$ cat config.mk
export PLATFORM = sky130hd
export DESIGN_NAME = seq_multiplier
export DESIGN_NICKNAME = d
export VERILOG_FILES = /design/src/rtl/seq_multiplier.sv
export SDC_FILE = /design/constraint.sdc
export NUM_CORES = 1
export LEC_CHECK = 0
export ABC_AREA = 1
export ABC_CLOCK_PERIOD_IN_PS = 11650
export BUFFER_PORTS_ARGS = -buffer_cell sky130_fd_sc_hd__buf_2
export CORE_MARGIN = 2
export CORE_UTILIZATION = 49
export CTS_CLUSTER_SIZE = 12
export DETAILED_ROUTE_END_ITERATION = 16
export PLACE_DENSITY = 0.78
export RECOVER_POWER = 25
export SETUP_SLACK_MARGIN = 0.4
export SYNTH_ARGS = -nofsm -noshare
export SYNTH_HDL_FRONTEND = slang
export SYNTH_SLANG_ARGS = --single-unit
$ cat constraint.sdc
create_clock -name clk -period 11.65 [get_ports clk]
set_input_delay 1.165 -clock clk [delete_from_list [all_inputs] [get_ports clk]]
set_output_delay 1.165 -clock clk [all_outputs]
set_load 0.01 [all_outputs]
$ cat src/rtl/seq_multiplier.sv
// ---------------------------------------------------------------------------
// seq_multiplier
//   Multi-cycle RV32M multiply unit (MUL / MULH / MULHSU / MULHU) that sits
//   beside the ALU in the EX stage. It is a radix-2 shift-add engine. The
//   accumulate adder is a ripple chain of full_adder cells. Sign handling is
//   done by multiplying magnitudes and negating the full 2*XLEN-bit product
//   at the end.
//
// Ports
//   clk     in   1     rising-edge clock
//   rst_n   in   1     asynchronous, active-low reset
//   start   in   1     request; accepted only when busy=0 and flush=0
//   op      in   2     00 MUL, 01 MULH, 10 MULHSU, 11 MULHU (sampled with start)
//   rs1     in   XLEN  multiplicand (sampled with start)
//   rs2     in   XLEN  multiplier   (sampled with start)
//   flush   in   1     synchronous abort of an operation in flight
//   busy    out  1     high while the FSM is not IDLE
//   done    out  1     one-cycle pulse; result is valid in this cycle
//   result  out  XLEN  low half (MUL) or high half (others) of the product
// ---------------------------------------------------------------------------

// Single-bit full adder cell used to build the accumulate ripple chain.
module full_adder (
  input  logic a,
  input  logic b,
  input  logic cin,
  output logic sum,
  output logic cout
);
  assign sum  = a ^ b ^ cin;
  assign cout = (a & b) | (cin & (a ^ b));
endmodule

module seq_multiplier #(
  parameter int XLEN  = 32,
  parameter int CNT_W = 6
) (
  input  logic            clk,
  input  logic            rst_n,
  input  logic            start,
  input  logic [1:0]      op,
  input  logic [XLEN-1:0] rs1,
  input  logic [XLEN-1:0] rs2,
  input  logic            flush,
  output logic            busy,
  output logic            done,
  output logic [XLEN-1:0] result
);

  typedef enum logic [1:0] {
    IDLE = 2'd0,
    CALC = 2'd1,
    DONE = 2'd2
  } state_t;

  // -------------------------------------------------------------------------
  // State
  // -------------------------------------------------------------------------
  state_t              state_reg,   state_next;
  logic [CNT_W-1:0]    counter_reg, counter_next;
  logic [2*XLEN-1:0]   product_reg, product_next;
  logic [XLEN-1:0]     mcand_reg,   mcand_next;   // |rs1|
  logic                neg_reg,     neg_next;     // final product must be negated
  logic                low_reg,     low_next;     // MUL: return the low half
  logic [XLEN-1:0]     result_reg,  result_next;
  logic                done_reg,    done_next;

  // -------------------------------------------------------------------------
  // Operand conditioning (only used at the accepting edge)
  // -------------------------------------------------------------------------
  logic            rs1_signed;
  logic            rs2_signed;
  logic            rs1_neg;
  logic            rs2_neg;
  logic [XLEN-1:0] rs1_mag;
  logic [XLEN-1:0] rs2_mag;

  assign rs1_signed = (op == 2'b01) || (op == 2'b10);
  assign rs2_signed = (op == 2'b01);
  assign rs1_neg    = rs1_signed & rs1[XLEN-1];
  assign rs2_neg    = rs2_signed & rs2[XLEN-1];
  // The most negative value maps onto itself, which read as unsigned is
  // exactly its magnitude, so no extra width is needed.
  assign rs1_mag    = rs1_neg ? (~rs1 + XLEN'(1)) : rs1;
  assign rs2_mag    = rs2_neg ? (~rs2 + XLEN'(1)) : rs2;

  // -------------------------------------------------------------------------
  // Accumulate adder: {0, product_hi} + {0, mcand}, XLEN+1 bits wide.
  // Both top operand bits are zero, so the (XLEN+1)th sum bit is simply the
  // carry out of the last cell.
  // -------------------------------------------------------------------------
  logic [XLEN:0]   carry;
  logic [XLEN-1:0] sum_bits;
  logic [XLEN:0]   add_sum;

  assign carry[0] = 1'b0;

  generate
    for (genvar gi = 0; gi < XLEN; gi++) begin : g_ripple
      full_adder u_fa (
        .a    (product_reg[XLEN+gi]),
        .b    (mcand_reg[gi]),
        .cin  (carry[gi]),
        .sum  (sum_bits[gi]),
        .cout (carry[gi+1])
      );
    end
  endgenerate

  assign add_sum = {carry[XLEN], sum_bits};

  // One shift-add step: conditionally accumulate, then shift {carry, product}
  // right by one so the carry lands in the product MSB.
  logic [XLEN:0]     upper;
  logic [2*XLEN-1:0] product_step;

  assign upper        = product_reg[0] ? add_sum : {1'b0, product_reg[2*XLEN-1:XLEN]};
  assign product_step = {upper, product_reg[XLEN-1:1]};

  // Signed fix-up of the finished product, modulo 2^(2*XLEN).
  logic [2*XLEN-1:0] product_final;

  assign product_final = neg_reg ? (~product_reg + (2*XLEN)'(1)) : product_reg;

  // -------------------------------------------------------------------------
  // Next-state / datapath logic
  // -------------------------------------------------------------------------
  always_comb begin
    state_next   = state_reg;
    counter_next = counter_reg;
    product_next = product_reg;
    mcand_next   = mcand_reg;
    neg_next     = neg_reg;
    low_next     = low_reg;
    result_next  = result_reg;
    done_next    = 1'b0;

    unique case (state_reg)
      IDLE: begin
        // flush in IDLE suppresses a simultaneous start
        if (start && !flush) begin
          mcand_next   = rs1_mag;
          neg_next     = rs1_neg ^ rs2_neg;
          low_next     = (op == 2'b00);
          product_next = {{XLEN{1'b0}}, rs2_mag};
          counter_next = '0;
          state_next   = CALC;
        end
      end

      CALC: begin
        if (flush) begin
          state_next = IDLE;
        end else if (counter_reg == CNT_W'(XLEN)) begin
          // All XLEN iterations are in the product register; publish the
          // selected half on the way into DONE.
          state_next  = DONE;
          done_next   = 1'b1;
          result_next = low_reg ? product_final[XLEN-1:0]
                                : product_final[2*XLEN-1:XLEN];
        end else begin
          product_next = product_step;
          counter_next = counter_reg + CNT_W'(1);
        end
      end

      DONE: begin
        // DONE always lasts exactly one cycle; start here is ignored.
        state_next = IDLE;
      end

      default: begin
        state_next = IDLE;
      end
    endcase
  end

  // -------------------------------------------------------------------------
  // Registers
  // -------------------------------------------------------------------------
  always_ff @(posedge clk or negedge rst_n) begin
    if (!rst_n) begin
      state_reg   <= IDLE;
      counter_reg <= '0;
      product_reg <= '0;
      mcand_reg   <= '0;
      neg_reg     <= 1'b0;
      low_reg     <= 1'b0;
      result_reg  <= '0;
      done_reg    <= 1'b0;
    end else begin
      state_reg   <= state_next;
      counter_reg <= counter_next;
      product_reg <= product_next;
      mcand_reg   <= mcand_next;
      neg_reg     <= neg_next;
      low_reg     <= low_next;
      result_reg  <= result_next;
      done_reg    <= done_next;
    end
  end

  // Outputs come straight from registers (busy is a decode of the state
  // register only), so there is no input-to-output combinational path.
  assign busy   = (state_reg != IDLE);
  assign done   = done_reg;
  assign result = result_reg;

endmodule

==> reports/metrics.yaml <==
critical_path:
  crit_fanout: 2
  crit_slowest_cell: "fa_1"
  cpMostUsedCell: "fa_2"
  rr_startpoint: "mcand_reg[0]"
  start_kind: "flip-flop"
  worstSetupPathType: "reg -> reg"
  max_stage_delay_ns: 0.49
  timing.rr.end: "product_reg[62]"
  crit_arrival_ns: 12.06
  reg2reg_slack_ns: -0.13
  critPathLaunch: "mcand_reg[0]"
  cp-end-kind: "flip-flop"
  reg2regPathDepth: 38
  cp.required_ns: 11.94
synth:
  ys_seq_elements: 139
  synth-adder-area-share: 0.0672
  syn-cell-area_um2: 10700
  yosys_warnings: 0
  yosys.area.top_type: "dfrtp_1"
  syn_nets: 1740
  synthSimpleGateAreaFrac: 0.339
  synth_top_area_frac: 0.324
  ys_top_cells_by_area: "dfrtp_1 (32%), nand2_1 (14%), nor2_1 (8.6%), nand3_1 (7.7%), o21ai_0 (6.4%)"
  ys_types: 42
  avgSynthCellArea_um2: 6.58
  synth_edf_count: 0
  yosysSeqAreaShare: 0.324
  async_reset_ff_frac: 1.00
  synth_most_common_cell: "nand2_1"
  synth-xor-area-share: 0.0172
  synth_top_family_by_area: "simple AND/OR/NAND/NOR gates"
  synth_compound_area_frac: 0.158
  synthMuxAreaShare: 0
  synthCells: 1631
  synth_top_cells_by_count: "nand2_1 (396), nor2_1 (246), inv_1 (182)"
  synthFlopType: "dfrtp_1"
finish:
  syn_to_final_growth_pct: 12.2
  fillCellCount: 2229
  antennaDiodeCount: 0
  largest_reg_flops: 64
  design_area_um2: 12000
  fin_cells: 1993
  nNetsFinal: 1810
  drive_above_1_share: 0.112
clocking:
  numClockSinks: 139
  clk_latency_ns: 0.44
  cts_root_buf: "clkbuf_16"
  clk_pin_slew_ns: 0.06
  hold_buffers: 0
  h-tree-depth: 4
  cts_buffer_depth: 2
  cts_tree: "built"
  cts_made_buffers: 17
die:
  die_h_um: 152
  die_w_um: 152
  rows: 54
  coreArea_um2: 21600
  boundaryPins: 104
  dieArea_um2: 23100
  start_util: 0.496
detailed_routing:
  dr.pass1.iters: 6
  drt-initial-drc-count: 1153
  vias: 11500
  postRouteAntennaNets: 0
  drt_drc_violations_left: 0
  wire_per_inst_um: 17.5
  drt_wl_total_um: 34900
  avgViaCountPerCell: 5.78
hold_path:
  hp-class: "reg -> reg"
  hold_start: "mcand_reg[6]"
  whs_path_depth: 2
  min_to: "mcand_reg[6]"
global_routing:
  grt_usage: 0.303
  grt_max_degree: 88
  antenna_found_initial: 0
  overflow: 0
  grt_pass1_vias: 10700
  grt_pass1_wl_um: 56300
flow_run:
  drv_cap: 2
placement:
  gp_congestion: 0.961
  dp_cells: 1961
  post_dp_cell_area_um2: 11500
  pre_cts_slack_ns: -0.157
  numPortBuffers: 103
  hpwl_um: 26300
sta:
  period_minus_slack_ns: 11.78
  worstMarginPinSlew_ns: 3.83
  finalCritPeriodShare: 1.01
  fmax_ghz: 0.0849
  slew_viol_final: 115
  setup_viol: 2
  slew_headroom: -1.55
  setup_slack_ns: -0.128
  fin_skew_ns: 0.00726
  rsz0062_at_grt: "yes"
  hold_viol_final: 0
power_and_ir_drop:
  pwr_density_cell_nw_per_um2: 221
  power.leakage_uw: 0.00568
  ir_worst_vdd_mv: 0.143
  finalPower_uw: 2660
run_status:
  violations: "max-capacitance violations, max-slew violations, negative setup slack"
  status: "finished with violations"
[kinds of logic after synthesis]
group / Yosys count
simple gates: 866
compound gates: 314
buf+inv: 252
flops: 139
fa+ha+maj: 39
xor+xnor: 21
[critical path, delay by kind of cell (launching register included)]
| kind | cells | cell delay (ns) |
|---|---|---|
| AOI/OAI and AO/OA | 2 | 0.19 |
| adders and majority gates | 32 | 10.84 |
| buffers and inverters | 3 | 0.14 |
| DFF | 1 | 0.35 |
| and+or+nand+nor | 1 | 0.05 |
[final cells by class]
type                       instances  area, µm²  share of cell area
sequential                       139       3480               0.289
clock buffer                      19        443              0.0368
tap                              280        350              0.0291
multi-input combinational       1240       6300               0.524
timing repair buffer             116        601              0.0499
clock inverter                    12        149              0.0124
inverter                         187        709              0.0589
[metal layers]
layer,part of all wire,vias up,track usage
met5,0,-,0
met4,0.018,0,0.0725
met3,0.072,46,0.0502
met2,0.47,457,0.486
met1,0.44,5551,0.431
li1,-,5472,-
[cells in the final DEF, fill, tap and decap left out, types with 13 or more instances in the layout]
master / count
a21oi_1: 103
buf_2: 96
clkbuf_16: 17
dfrtp_1: 138
fa_2: 29
inv_1: 180
nand2_1: 396
nand3_1: 164
nand4_1: 24
nor2_1: 246
nor3_1: 13
o21ai_0: 136
o22ai_1: 35
xor2_1: 17
[report_power, final]
group          internal [µW]  switching [µW]  leakage (µW)
combinational            427             857       0.00367
sequential               642             169       0.00172
clock                    340             223      0.000292
total                   1410            1250       0.00568
[through the flow]
step	hold WS, ns	TNS, ns	utilization
finish	0.488	-0.150	0.557
global route	0.512	-0.767	0.557
CTS	0.482	-0.188	0.558
detailed placement	0.466	-0.221	0.530
global placement	0.462	0	0.530
floorplan	0.453	0	-
[what timing repair did]
| item | CTS | global route |
|---|---|---|
| setup endpoints to repair | 3 | 4 |
| pin swaps | 2 | 0 |
| resized for setup | 6 | 0 |
| hold endpoints to repair | 0 | 0 |
| setup buffers | 1 | 0 |
[worst max-delay path by stage]
stage	end	slack (ns)	depth (start not counted)
2_1_floorplan	product_reg[62]	0.21	38
3_3_place_gp	product_reg[62]	0.07	38
3_5_place_dp	product_reg[62]	-0.16	38
4_1_cts	product_reg[62]	-0.14	38
5_1_grt	product_reg[62]	-0.41	38
6_report	product_reg[62]	-0.13	38
(Power assumes the default switching activity.)
